$ cat config.mk
export PLATFORM = sky130hd
export DESIGN_NAME = ring_counter_param
export DESIGN_NICKNAME = d
export VERILOG_FILES = /design/src/rtl/ring_counter_param_pkg.sv /design/src/rtl/ring_counter_param_check.sv /design/src/rtl/ring_counter_param.sv
export SDC_FILE = /design/constraint.sdc
export NUM_CORES = 1
export LEC_CHECK = 0
export ABC_AREA = 1
export BUFFER_PORTS_ARGS = -buffer_cell sky130_fd_sc_hd__clkbuf_2
export CAP_MARGIN = 0
export CORE_AREA = 2 2 60 85
export DETAILED_ROUTE_END_ITERATION = 10
export DIE_AREA = 0 0 62 87
export GPL_TIMING_DRIVEN = 0
export PLACE_DENSITY = 0.65
export SLEW_MARGIN = 10
export SYNTH_ARGS = -nofsm -noshare
export SYNTH_HDL_FRONTEND = slang
export SYNTH_HIERARCHICAL = 1
export SYNTH_SLANG_ARGS = --single-unit
$ cat constraint.sdc
create_clock -name clk -period 7.2 [get_ports clk]
set_clock_uncertainty 0.1 [all_clocks]
set_input_delay 1.44 -clock clk [delete_from_list [all_inputs] [get_ports clk]]
set_output_delay 1.44 -clock clk [all_outputs]
set_load 0.01 [all_outputs]
$ cat src/rtl/ring_counter_param_pkg.sv
// rtl/ring_counter_param_pkg.sv - mode encodings and start-state helper for ring_counter_param
package ring_counter_param_pkg;

   // Widest sequence register the start-state helper can describe.
   localparam int MAX_W = 64;

   typedef enum logic [1:0] {
      MODE_RING_L = 2'b00,
      MODE_RING_R = 2'b01,
      MODE_JOHN_L = 2'b10,
      MODE_JOHN_R = 2'b11
   } mode_e;

   // Start state of a mode: the one-hot ring seed for ring modes, all zeros
   // for Johnson modes. Callers size-cast the result down to their width.
   function automatic logic [MAX_W-1:0] start_state(input logic [1:0] mode,
                                                    input logic [MAX_W-1:0] ring_init);
      return mode[1] ? '0 : ring_init;
   endfunction

endpackage

$ cat src/rtl/ring_counter_param_check.sv
// rtl/ring_counter_param_check.sv - combinational legality check of a sequence state
// Ports: mode  - sequence mode (ring or Johnson family)
//        count - state under test
//        legal - 1 when count belongs to the sequence family of mode
module ring_code_check
   import ring_counter_param_pkg::*;
#(
   parameter int WIDTH = 8
) (
   input  logic [1:0]       mode,
   input  logic [WIDTH-1:0] count,
   output logic             legal
);

   always_comb begin
      legal = 1'b0;
      if (mode[1]) begin
         // Johnson states are thermometer codes: at most one 0/1 boundary
         // between neighbouring bits.
         legal = ($countones(count[WIDTH-1:1] ^ count[WIDTH-2:0]) <= 1);
      end else begin
         legal = ($countones(count) == 1);
      end
   end

endmodule

$ cat src/rtl/ring_counter_param.sv
// rtl/ring_counter_param.sv - width-generic ring / Johnson phase sequencer
// Ports: clk, rst_n     - clock, asynchronous active-low reset
//        en            - advance one step
//        init          - restart at the mode start state, clear rev_cnt
//        load/load_val - parallel load of the sequence register
//        mode          - 00 ring-left, 01 ring-right, 10 johnson-left, 11 johnson-right
//        count         - current sequence state
//        wrap          - one-cycle pulse after a step lands on the start state
//        err           - count is illegal for the current mode
//        rev_cnt       - completed revolutions, modulo 2^REV_W
module ring_counter_param
   import ring_counter_param_pkg::*;
#(
   parameter int               WIDTH        = 8,
   parameter logic [WIDTH-1:0] RING_INIT    = {1'b1, {(WIDTH-1){1'b0}}},
   parameter bit               SELF_CORRECT = 1'b1,
   parameter int               REV_W        = 8
) (
   input  logic             clk,
   input  logic             rst_n,
   input  logic             en,
   input  logic             init,
   input  logic             load,
   input  logic [WIDTH-1:0] load_val,
   input  logic [1:0]       mode,
   output logic [WIDTH-1:0] count,
   output logic             wrap,
   output logic             err,
   output logic [REV_W-1:0] rev_cnt
);

   logic [WIDTH-1:0] s_mode;
   logic [WIDTH-1:0] next_seq;
   logic [WIDTH-1:0] count_nxt;
   logic             wrap_nxt;
   logic [REV_W-1:0] rev_nxt;
   logic             cur_legal;
   logic             nxt_legal;

   assign s_mode = WIDTH'(start_state(mode, MAX_W'(RING_INIT)));

   ring_code_check #(.WIDTH(WIDTH)) u_check_cur (
      .mode  (mode),
      .count (count),
      .legal (cur_legal)
   );

   // err is registered from the state being written, judged under the mode
   // present at this edge.
   ring_code_check #(.WIDTH(WIDTH)) u_check_nxt (
      .mode  (mode),
      .count (count_nxt),
      .legal (nxt_legal)
   );

   always_comb begin
      next_seq = count;
      case (mode)
         MODE_RING_L: next_seq = {count[WIDTH-2:0], count[WIDTH-1]};
         MODE_RING_R: next_seq = {count[0], count[WIDTH-1:1]};
         MODE_JOHN_L: next_seq = {count[WIDTH-2:0], ~count[WIDTH-1]};
         MODE_JOHN_R: next_seq = {~count[0], count[WIDTH-1:1]};
         default:     next_seq = count;
      endcase
   end

   always_comb begin
      count_nxt = count;
      wrap_nxt  = 1'b0;
      rev_nxt   = rev_cnt;
      if (init) begin
         count_nxt = s_mode;
         rev_nxt   = '0;
      end else if (load) begin
         count_nxt = load_val;
      end else if (en) begin
         if (cur_legal) begin
            count_nxt = next_seq;
            if (next_seq == s_mode) begin
               wrap_nxt = 1'b1;
               rev_nxt  = rev_cnt + REV_W'(1);
            end
         end else if (SELF_CORRECT) begin
            // Correction restarts the sequence but is not a revolution.
            count_nxt = s_mode;
         end
      end
   end

   always_ff @(posedge clk or negedge rst_n) begin
      if (!rst_n) begin
         count   <= RING_INIT;
         wrap    <= 1'b0;
         err     <= 1'b0;
         rev_cnt <= '0;
      end else begin
         count   <= count_nxt;
         wrap    <= wrap_nxt;
         err     <= ~nxt_legal;
         rev_cnt <= rev_nxt;
      end
   end

endmodule

# Yosys cells after proc, flatten, opt, wreduce, memory -nomap -nowiden

Cells that the tools add are included.

Register bits after elaboration: 18
Bits of input ports: 15
Output and inout port bits: 18
Word-level logic and storage cells: 68

Add/sub/neg operators: 27
Magnitude comparators: 2
Eq/ne operators: 7
Muxes and demuxes: 18
Bitwise logic cells: 5
Reductions and logical operators: 5

Operators with widths:

| kind                | number |
|---|---|
| $add 32x32->32      | 10 |
| $mux 8              | 10 |
| $add 32x1->32       | 2 |
| $eq 32x2->1 const B | 2 |
| $le 32x2->1 const B | 2 |
| $pmux 8 s4          | 1 |
| $add 1x1->2         | 14 |
| $xor 7x7->7         | 2 |
| $add 8x1->8 const B | 1 |
| $eq 8x8->1          | 1 |
| $mux 1              | 7 |
| $reduce_bool 2->1   | 3 |
| $eq 2x2->1 const B  | 2 |
| $reduce_and 4->1    | 1 |
| $not 1->1           | 3 |
| $eq 2x1->1 const B  | 1 |
| $logic_not 2->1     | 1 |
| $ne 2x2->1 const B  | 1 |

# Longest topological paths before layout

Gate-level depths: netlist (run 1).

Depth in word-level cells: 17
Depth in mapped cells: 29
Mapped depth without buffers: 29

# Hierarchy

The synthesis (run 1) kept the hierarchy.

By module, submodules not included:

| module             | times used | cells each | area an instance (um2) | seq. area each (um2) |
|---|---|---|---|---|
| ring_counter_param | 1          | 175        | 1197.4                 | 451.7 |
| ring_code_check    | 2          | 52         | 415.4                  | 0.0 |

# Worst setup path after synthesis (run 1)

Ideal clock, no wire load.

Kind: register -> register
Start: register count[0]
End: register err
Setup time: 113 ps
Data arrival time: 6030 ps
Data required time: 6987 ps
Slack: 957 ps
Cell stages (with the launch flop): 30
Path buffers: 0
Period minus slack after synthesis: 6243 ps
Path through: dfrtp_1 -> fa_1 -> inv_1 -> fa_1 -> fa_1 -> inv_1 -> ha_1 -> fa_1 -> nor2_1 -> nand2_1 -> nor2_1 -> nand2_1 -> nand2_1 -> nand3_1 -> inv_1 -> nand3_1 -> a21oi_1 -> fa_1 -> inv_1 -> fa_1 -> fa_1 -> inv_1 -> ha_1 -> fa_1 -> nor2_1 -> nand2_1 -> nor2_1 -> nand2_1 -> nand2_1 -> inv_1

Longest elaborated chain between the ends: 17
Elaborated cells between the ends (all ways): 34
Those cells by class: add/sub: 19; order compare: 2; eq/ne: 2; mux: 7; bitwise: 4

Ends and longest elaborated chain:

| element                     | line                           | source |
|---|---|---|
| start, declared             | ring_counter_param.sv:26       | `output logic [WIDTH-1:0] count,` |
| start signal, assigned      | ring_counter_param.sv:97       | `count <= count_nxt;` |
| $xor 7x7->7                 | ring_counter_param_check.sv:20 | `legal = ($countones(count[WIDTH-1:1] ^ count[WIDTH-2:0]) <= 1);` |
| $add 1x1->2                 | ring_counter_param_check.sv:20 |  |
| $add 32x32->32 (2 in a row) | ring_counter_param_check.sv:20 |  |
| $le 32x2->1                 | ring_counter_param_check.sv:20 |  |
| $mux 1 *                    | ring_counter_param_check.sv:17 | `if (mode[1]) begin` |
| named net cur_legal         | ring_counter_param.sv:37       | `logic cur_legal;` |
| $mux 8 *                    | ring_counter_param.sv:77       | `if (cur_legal) begin` |
| $mux 8 *                    | ring_counter_param.sv:76       | `end else if (en) begin` |
| (+2 left out)               | --                             |  |
| named net count_nxt[1]      | ring_counter_param.sv:34       | `logic [WIDTH-1:0] count_nxt;` |
| $xor 7x7->7                 | ring_counter_param_check.sv:20 |  |
| $add 1x1->2                 | ring_counter_param_check.sv:20 |  |
| $add 32x32->32 (2 in a row) | ring_counter_param_check.sv:20 |  |
| $le 32x2->1                 | ring_counter_param_check.sv:20 |  |
| $mux 1 *                    | ring_counter_param_check.sv:17 |  |
| named net nxt_legal         | ring_counter_param.sv:38       | `logic nxt_legal;` |
| $not 1->1 *                 | ring_counter_param.sv:99       | `err <= ~nxt_legal;` |
| end signal, assigned        | ring_counter_param.sv:99       |  |
| end, declared               | ring_counter_param.sv:28       | `output logic err,` |

Mark *: on every way through the listed nets, which the timed path passes. The rest lies on a longest branch.
A chain may end at the register's enable or synchronous reset.

# Worst setup path in the final report (run 1)

Same ends and word-level chain as after synthesis.

==> results of run 1 <==
worst max-delay path: cells and delay by family, from the launching register on:
kind                       cells  cell delay (ns)
adders and majority gates     10             4.24
AOI/OAI and AO/OA              1             0.38
and+or+nand+nor               12             1.02
buffers and inverters          6             0.45
DFF                            1             0.49
report_power, final:
| group | switching [mW] | leakage (nW) | internal, mW |
|---|---|---|---|
| Combinational | 0.119 | 1.06 | 0.0802 |
| Clock | 0.0383 | 0.0288 | 0.0488 |
| Sequential | 0.00995 | 0.241 | 0.108 |
| Total | 0.167 | 1.33 | 0.237 |
logic make-up after synthesis:
logic type / after synthesis
compound gates: 20
xor+xnor: 15
fa+ha+maj: 31
buf+inv: 60
flops: 18
simple gates: 135
cells in the mapped netlist (all sizes together):
master,instances
dfstp,1
nand4,10
a22oi,7
or2,1
inv,56
buf,3
xnor2,6
nor2,19
a221oi,1
o21ai,2
dfrtp,17
nand3,23
fa,14
clkbuf,1
ha,17
nand2,82
xor2,9
a21boi,1
a21oi,9
worst max-delay path by stage:
| stage | startpoint | endpoint | slack [ns] | depth (start not counted) |
|---|---|---|---|---|
| floorplan | count[0] | err | 0.96 | 29 |
| global placement | count[0] | err | 0.47 | 29 |
| detailed placement | count[0] | err | 0.40 | 29 |
| CTS | count[0] | err | 0.37 | 29 |
| global route | count[0] | err | 0.03 | 29 |
| finish | count[0] | err | 0.43 | 29 |
state kept, by name (all words and copies together), names as in the netlist:
register / cells
count: 8
rev_cnt: 8
err: 1
wrap: 1
cell type report:
| cell class | count | area, µm² |
|---|---|---|
| Buffer | 4 | 25.0 |
| Clock buffer | 4 | 55.1 |
| Fill cell | 495 | 2370 |
| Inverter | 56 | 210 |
| Multi-Input combinational cell | 201 | 1350 |
| Sequential cell | 18 | 452 |
| Tap cell | 64 | 80.1 |
| Timing Repair Buffer | 31 | 155 |
metal layers:
layer	global-route usage	up-vias	part of all wire
met5	0	-	0
met4	0.0658	0	0.019
met3	0.0297	7	0.028
met2	0.384	30	0.56
met1	0.215	864	0.39
li1	-	940	-
metrics by stage:
stage,util,instances
after global placement,0.482,374
after CTS,0.494,378
after global routing,0.495,378
after detailed placement,0.482,374
final,0.495,378
after floorplan,-,279
what timing repair did:
action,4_1_cts,5_1_grt
gates resized for setup,0,1
setup buffers,0,0
setup endpoints to repair,0,1
==> summary.md, run 1 <==
| Metric | Value |
|---|---|
| Status | `finished clean` |
| Worst R2R Path Depth | `29` |
| CP most frequent cell | `fa_1` |
| Pre-CTS setup slack | `0.398 ns` |
| # port buffers | `31` |
| Multiplexer area fraction after synthesis | `0` |
| Synth Register Bits | `18` |
| Number of global-route vias before repair | `1,848` |
| Fin. Hold Viols | `0` |
| Layout area overhead | `14.5%` |
| Min-Delay Path Class | `reg -> reg` |
| Syn_nets | `325` |
| Crit path largest cell delay | `0.57 ns` |
| Post-route ant nets | `0` |
| Max frequency | `148 MHz` |
| Slew Limit Headroom | `0.656` |
| Clock Sinks | `18` |
| Setup TNS Final | `0 ns` |
| Num ports | `33` |
| Vert. Die Dim | `87 µm` |
| Placer Congestion | `0.886` |
| Wire per inst | `12.5 µm` |
| CTS root buf | `clkbuf_8` |
| Post-DP HPWL | `3780 µm` |
| CP max-delay cell | `fa_1` |
| Worst Tran Pin Value | `0.514 ns` |
| FF-to-FF setup slack | `0.43 ns` |
| Final Cell Area | `2320 µm²` |
| # rows | `30` |
| Final nets | `361` |
| CP max FO | `7` |
| Synth Warn # | `6` |
| Unique cell type count in the Yosys netlist | `25` |
| Total routed wirelength | `4710 µm` |
| DRC Markers | `0` |
| P per Cell Area | `174 nW/µm²` |
| Layout cell share with drive strength beyond 1 | `0.153` |
| Initial antenna violation count | `0` |
| Worst Setup End Kind | `flop` |
| Post-synthesis sequential area ratio | `0.223` |
| Mapped cell area | `2030 µm²` |
| Final slew viol count | `0` |
| Detailed Route Iter0 Violations | `79` |
| Clock Tree Buf Depth | `2` |
| Hold Buf Count CTS | `0` |
| Compound-Gate Fraction of Synth Area | `0.0611` |
| Hold Crit Endpoint | `rev_cnt[7]` |
| Total congestion overflow | `0` |
| Max-Cap Viols | `0` |
| Crit path kind | `reg -> reg` |
| Synth area leader | `dfrtp_1` |
| Ant diodes | `0` |
| CP Data Required Time | `7.27 ns` |
| First-pass GRT wire length | `8220 µm` |
| FF-to-FF End | `err` |
| Synth top area share | `0.210` |
| Reg2reg start | `count[0]` |
| RSZ-0062 raised after global routing | `no` |
| Post-DP Area | `2260 µm²` |
| Commonest cells after routing, fill and taps aside | `nand2_1, inv_1, clkbuf_2, nand3_1` |
| Vias/cell | `4.87` |
| Worst setup margin | `0.430 ns` |
| Via count | `1,841` |
| Mean Syn Cell Area | `7.27 µm²` |
| Maximum vdd drop | `0.0758 mV` |
| Total track usage | `0.202` |
| Beginning of the worst hold path | `rev_cnt[7]` |
| Setup-failing EPs final | `0` |
| Starting Density | `0.432` |
| Largest net degree at the start of global routing | `19` |
| Die area | `5390 µm²` |
| Die W | `62 µm` |
| Design Power | `0.404 mW` |
| P_leak | `1.33 nW` |
| Clock-pin slew of the registers on the worst-case setup and hold paths | `0.07 ns` |
| Clock Latency Late Sink | `0.27 ns` |
| Hold WS | `0.474 ns` |
| H-tree levels | `1` |
| Most common cell after layout, fill and taps aside | `nand2_1` |
| Combinational family with the most area after synthesis | `simple AND/OR/NAND/NOR gates` |
| Arrival time at the worst endpoint | `6.84 ns` |
| Ranking of synthesized cells by area | `dfrtp_1, nand2_1, fa_1` |
| Crit start category | `flop` |
| Synth Area in Adders | `0.243` |
| Area share of and/or/nand/nor cells after synthesis | `0.292` |
| Hold path depth | `2` |
| Pre-antenna DRT Iters | `4` |
| TritonCTS clock tree | `done` |
| Final Critical Period | `6.77 ns` |
| Tcrit/Tclk final | `0.940` |
| Post-synthesis xor/xnor area fraction | `0.0648` |
| CTS Buf Count | `3` |
| CORE AREA | `4690 µm²` |
| Syn Inst Count | `279` |
No activity file was read; power rests on OpenSTA's default activity.
==> inputs of run 2 (changes only) <==
- RECOVER_POWER: unset -> 100
==> run 2 against run 1 <==
Effect of this change: non-clock buffer count did not move; final area is 1.5% lower; flip-flop and latch count unchanged; worst hold slack got worse by 0.0038 ns; setup slack worse by 0.0043 ns; combinational power about the same; sequential power barely moved; core utilization down 0.75 points; die area is the same; global-route usage stayed put; highest routed layer unchanged.
==> summary.md, run 2 (synthesis gave the netlist of run 1 again) <==
| Metric | Value |
|---|---|
| Num ports | `33 (unchanged)` |
| Final Critical Period | `6.77 ns (+0.00431 ns)` |
| Biggest regs | `count x8, rev_cnt x8` |
| Clock Tree Buf Depth | `2 (unchanged)` |
| Layout area overhead | `12.8%` |
| Detailed Route Iter0 Violations | `99 (+25%)` |
| Pre-antenna DRT Iters | `5 (+1)` |
| First-pass GRT wire length | `8220 µm (unchanged)` |
| Status | `finished clean` |
| Ant diodes | `0 (unchanged)` |
| Maximum vdd drop | `0.0750 mV (-1.0%)` |
| CP max FO | `7 (unchanged)` |
| CORE AREA | `4690 µm² (unchanged)` |
| Crit path largest cell delay | `0.57 ns (about the same)` |
| TritonCTS clock tree | `done` |
| Initial antenna violation count | `0 (unchanged)` |
| Comb pwr share | `0.491 (-0.002)` |
| Tcrit/Tclk final | `0.941 (about the same)` |
| WP buf/inv | `6 (unchanged)` |
| Die W | `62 µm (unchanged)` |
| Crit start category | `flop` |
| Vert. Die Dim | `87 µm (unchanged)` |
| # port buffers | `31 (unchanged)` |
| Via count | `1,841 (unchanged)` |
| FF-to-FF setup slack | `0.43 ns (about the same)` |
| Hold Buf Count CTS | `0 (unchanged)` |
| Setup-failing EPs final | `0 (unchanged)` |
| Postcts setup bufs | `0 (unchanged)` |
| Reg2reg start | `count[0]` |
| Hold WS | `0.470 ns (-0.00382 ns)` |
| Max-Cap Viols | `0 (unchanged)` |
| Fillers | `507 (+2.4%)` |
| Commonest cells after routing, fill and taps aside | `nand2_1, inv_1, nand3_1, clkbuf_1` |
| P per Cell Area | `175 nW/µm² (+0.72%)` |
| Reg power frac | `0.294 (+0.002)` |
| CP Data Required Time | `7.26 ns (about the same)` |
| Placer Congestion | `0.886 (unchanged)` |
| DRC Markers | `0 (unchanged)` |
| Die area | `5390 µm² (unchanged)` |
| Fin. Hold Viols | `0 (unchanged)` |
| Clock-pin slew of the registers on the worst-case setup and hold paths | `0.07 ns (about the same)` |
| Clock power share | `0.215 (about the same)` |
| Min-Delay Path Class | `reg -> reg` |
| Starting Density | `0.432 (unchanged)` |
| Total track usage | `0.202 (unchanged)` |
| CP most frequent cell | `fa_1` |
| Largest net degree at the start of global routing | `19 (unchanged)` |
| Worst Setup SP | `count[0]` |
| CP max-delay cell | `fa_1` |
| Layout cell share with drive strength beyond 1 | `0.0892 (-0.0637)` |
| CTS root buf | `clkbuf_8` |
| Total congestion overflow | `0 (unchanged)` |
| # rows | `30 (unchanged)` |
| H-tree levels | `1 (unchanged)` |
| Switching share of power | `0.414 (about the same)` |
| Most common cell after layout, fill and taps aside | `nand2_1` |
| Worst Tran Pin Value | `1.05 ns (+0.535 ns)` |
| Worst Setup End Kind | `flop` |
| Slew Limit Headroom | `0.301 (-0.356)` |
| Number of global-route vias before repair | `1,848 (unchanged)` |
| Crit-path leading delay family | `adder cells` |
| P_leak | `1.27 nW (-4.6%)` |
| RSZ-0062 raised after global routing | `no` |
| Total routed wirelength | `4750 µm (+0.83%)` |
| Final nets | `361 (unchanged)` |
| Wire per inst | `12.6 µm (+0.83%)` |
| Storage cell area | `452 µm² (unchanged)` |
| Max frequency | `148 MHz (about the same)` |
| CTS Buf Count | `3 (unchanged)` |
| # resized after CTS | `0 (unchanged)` |
| Vias/cell | `4.87 (unchanged)` |
| Final slew viol count | `0 (unchanged)` |
| Crit path kind | `reg -> reg` |
| Psw | `0.166 mW (-0.74%)` |
| Clock Sinks | `18 (unchanged)` |
| Setup TNS Final | `0 ns (unchanged)` |
| Arrival time at the worst endpoint | `6.84 ns (about the same)` |
| Post-DP HPWL | `3780 µm (unchanged)` |
| Clock Latency Late Sink | `0.26 ns (about the same)` |
| Beginning of the worst hold path | `rev_cnt[7]` |
| Area of the multi-input gates | `1330 µm² (-0.93%)` |
| Internal | `0.235 mW (-0.85%)` |
| Post-route ant nets | `0 (unchanged)` |
-- run 2: worst paths after layout --
kind | endpoint | cells after the start
min reg2reg | rev_cnt[7] | 2
min | rev_cnt[7] | 2
max in group asynchronous | count[1] | 1
min in group asynchronous | rev_cnt[3] | 1
max reg2reg | err | 29
max | err | 29
-- run 2: metal layers --
layer / track usage / part of all wire / vias up
met3: 0.0297 / 0.028 / 4
met5: 0 / 0 / -
met1: 0.215 / 0.39 / 867
met2: 0.384 / 0.57 / 29
met4: 0.0658 / 0.010 / 0
li1: - / - / 941
-- run 2: power groups by stage --
| stage | combinational (mW) | clock (mW) | sequential, mW |
|---|---|---|---|
| after CTS | 0.203 | 0.0892 | 0.118 |
| after detailed placement | 0.201 | 0 | 0.120 |
| final | 0.197 | 0.0864 | 0.118 |
| after global routing | 0.236 | 0.0940 | 0.119 |
| after global placement | 0.191 | 0 | 0.120 |
| after floorplan | 0.146 | 0 | 0.120 |
-- run 2: layout make-up --
class	count	share of cell area
Timing Repair Buffer	31	0.0580
Multi-Input combinational cell	201	0.583
Tap cell	64	0.0350
Buffer	4	0.0109
Clock buffer	4	0.0241
Sequential cell	18	0.197
Inverter	56	0.0919
-- run 2: metrics by stage --
step / worst slack [ns] / area [µm²] / power, mW / std cells / utilization
2_1_floorplan: 0.957 / 2030 / 0.266 / 279 / -
3_3_place_gp: 0.473 / 2260 / 0.311 / 374 / 0.482
3_5_place_dp: 0.398 / 2260 / 0.321 / 374 / 0.482
4_1_cts: 0.365 / 2320 / 0.410 / 378 / 0.494
5_1_grt: 0.0247 / 2290 / 0.449 / 378 / 0.487
6_report: 0.426 / 2290 / 0.401 / 378 / 0.487
-- run 2: worst min-delay path: stages, from the launching register on --
cell	delay (ns)
dfrtp_1	0.39
nand3_1	0.09
nand2_1	0.06
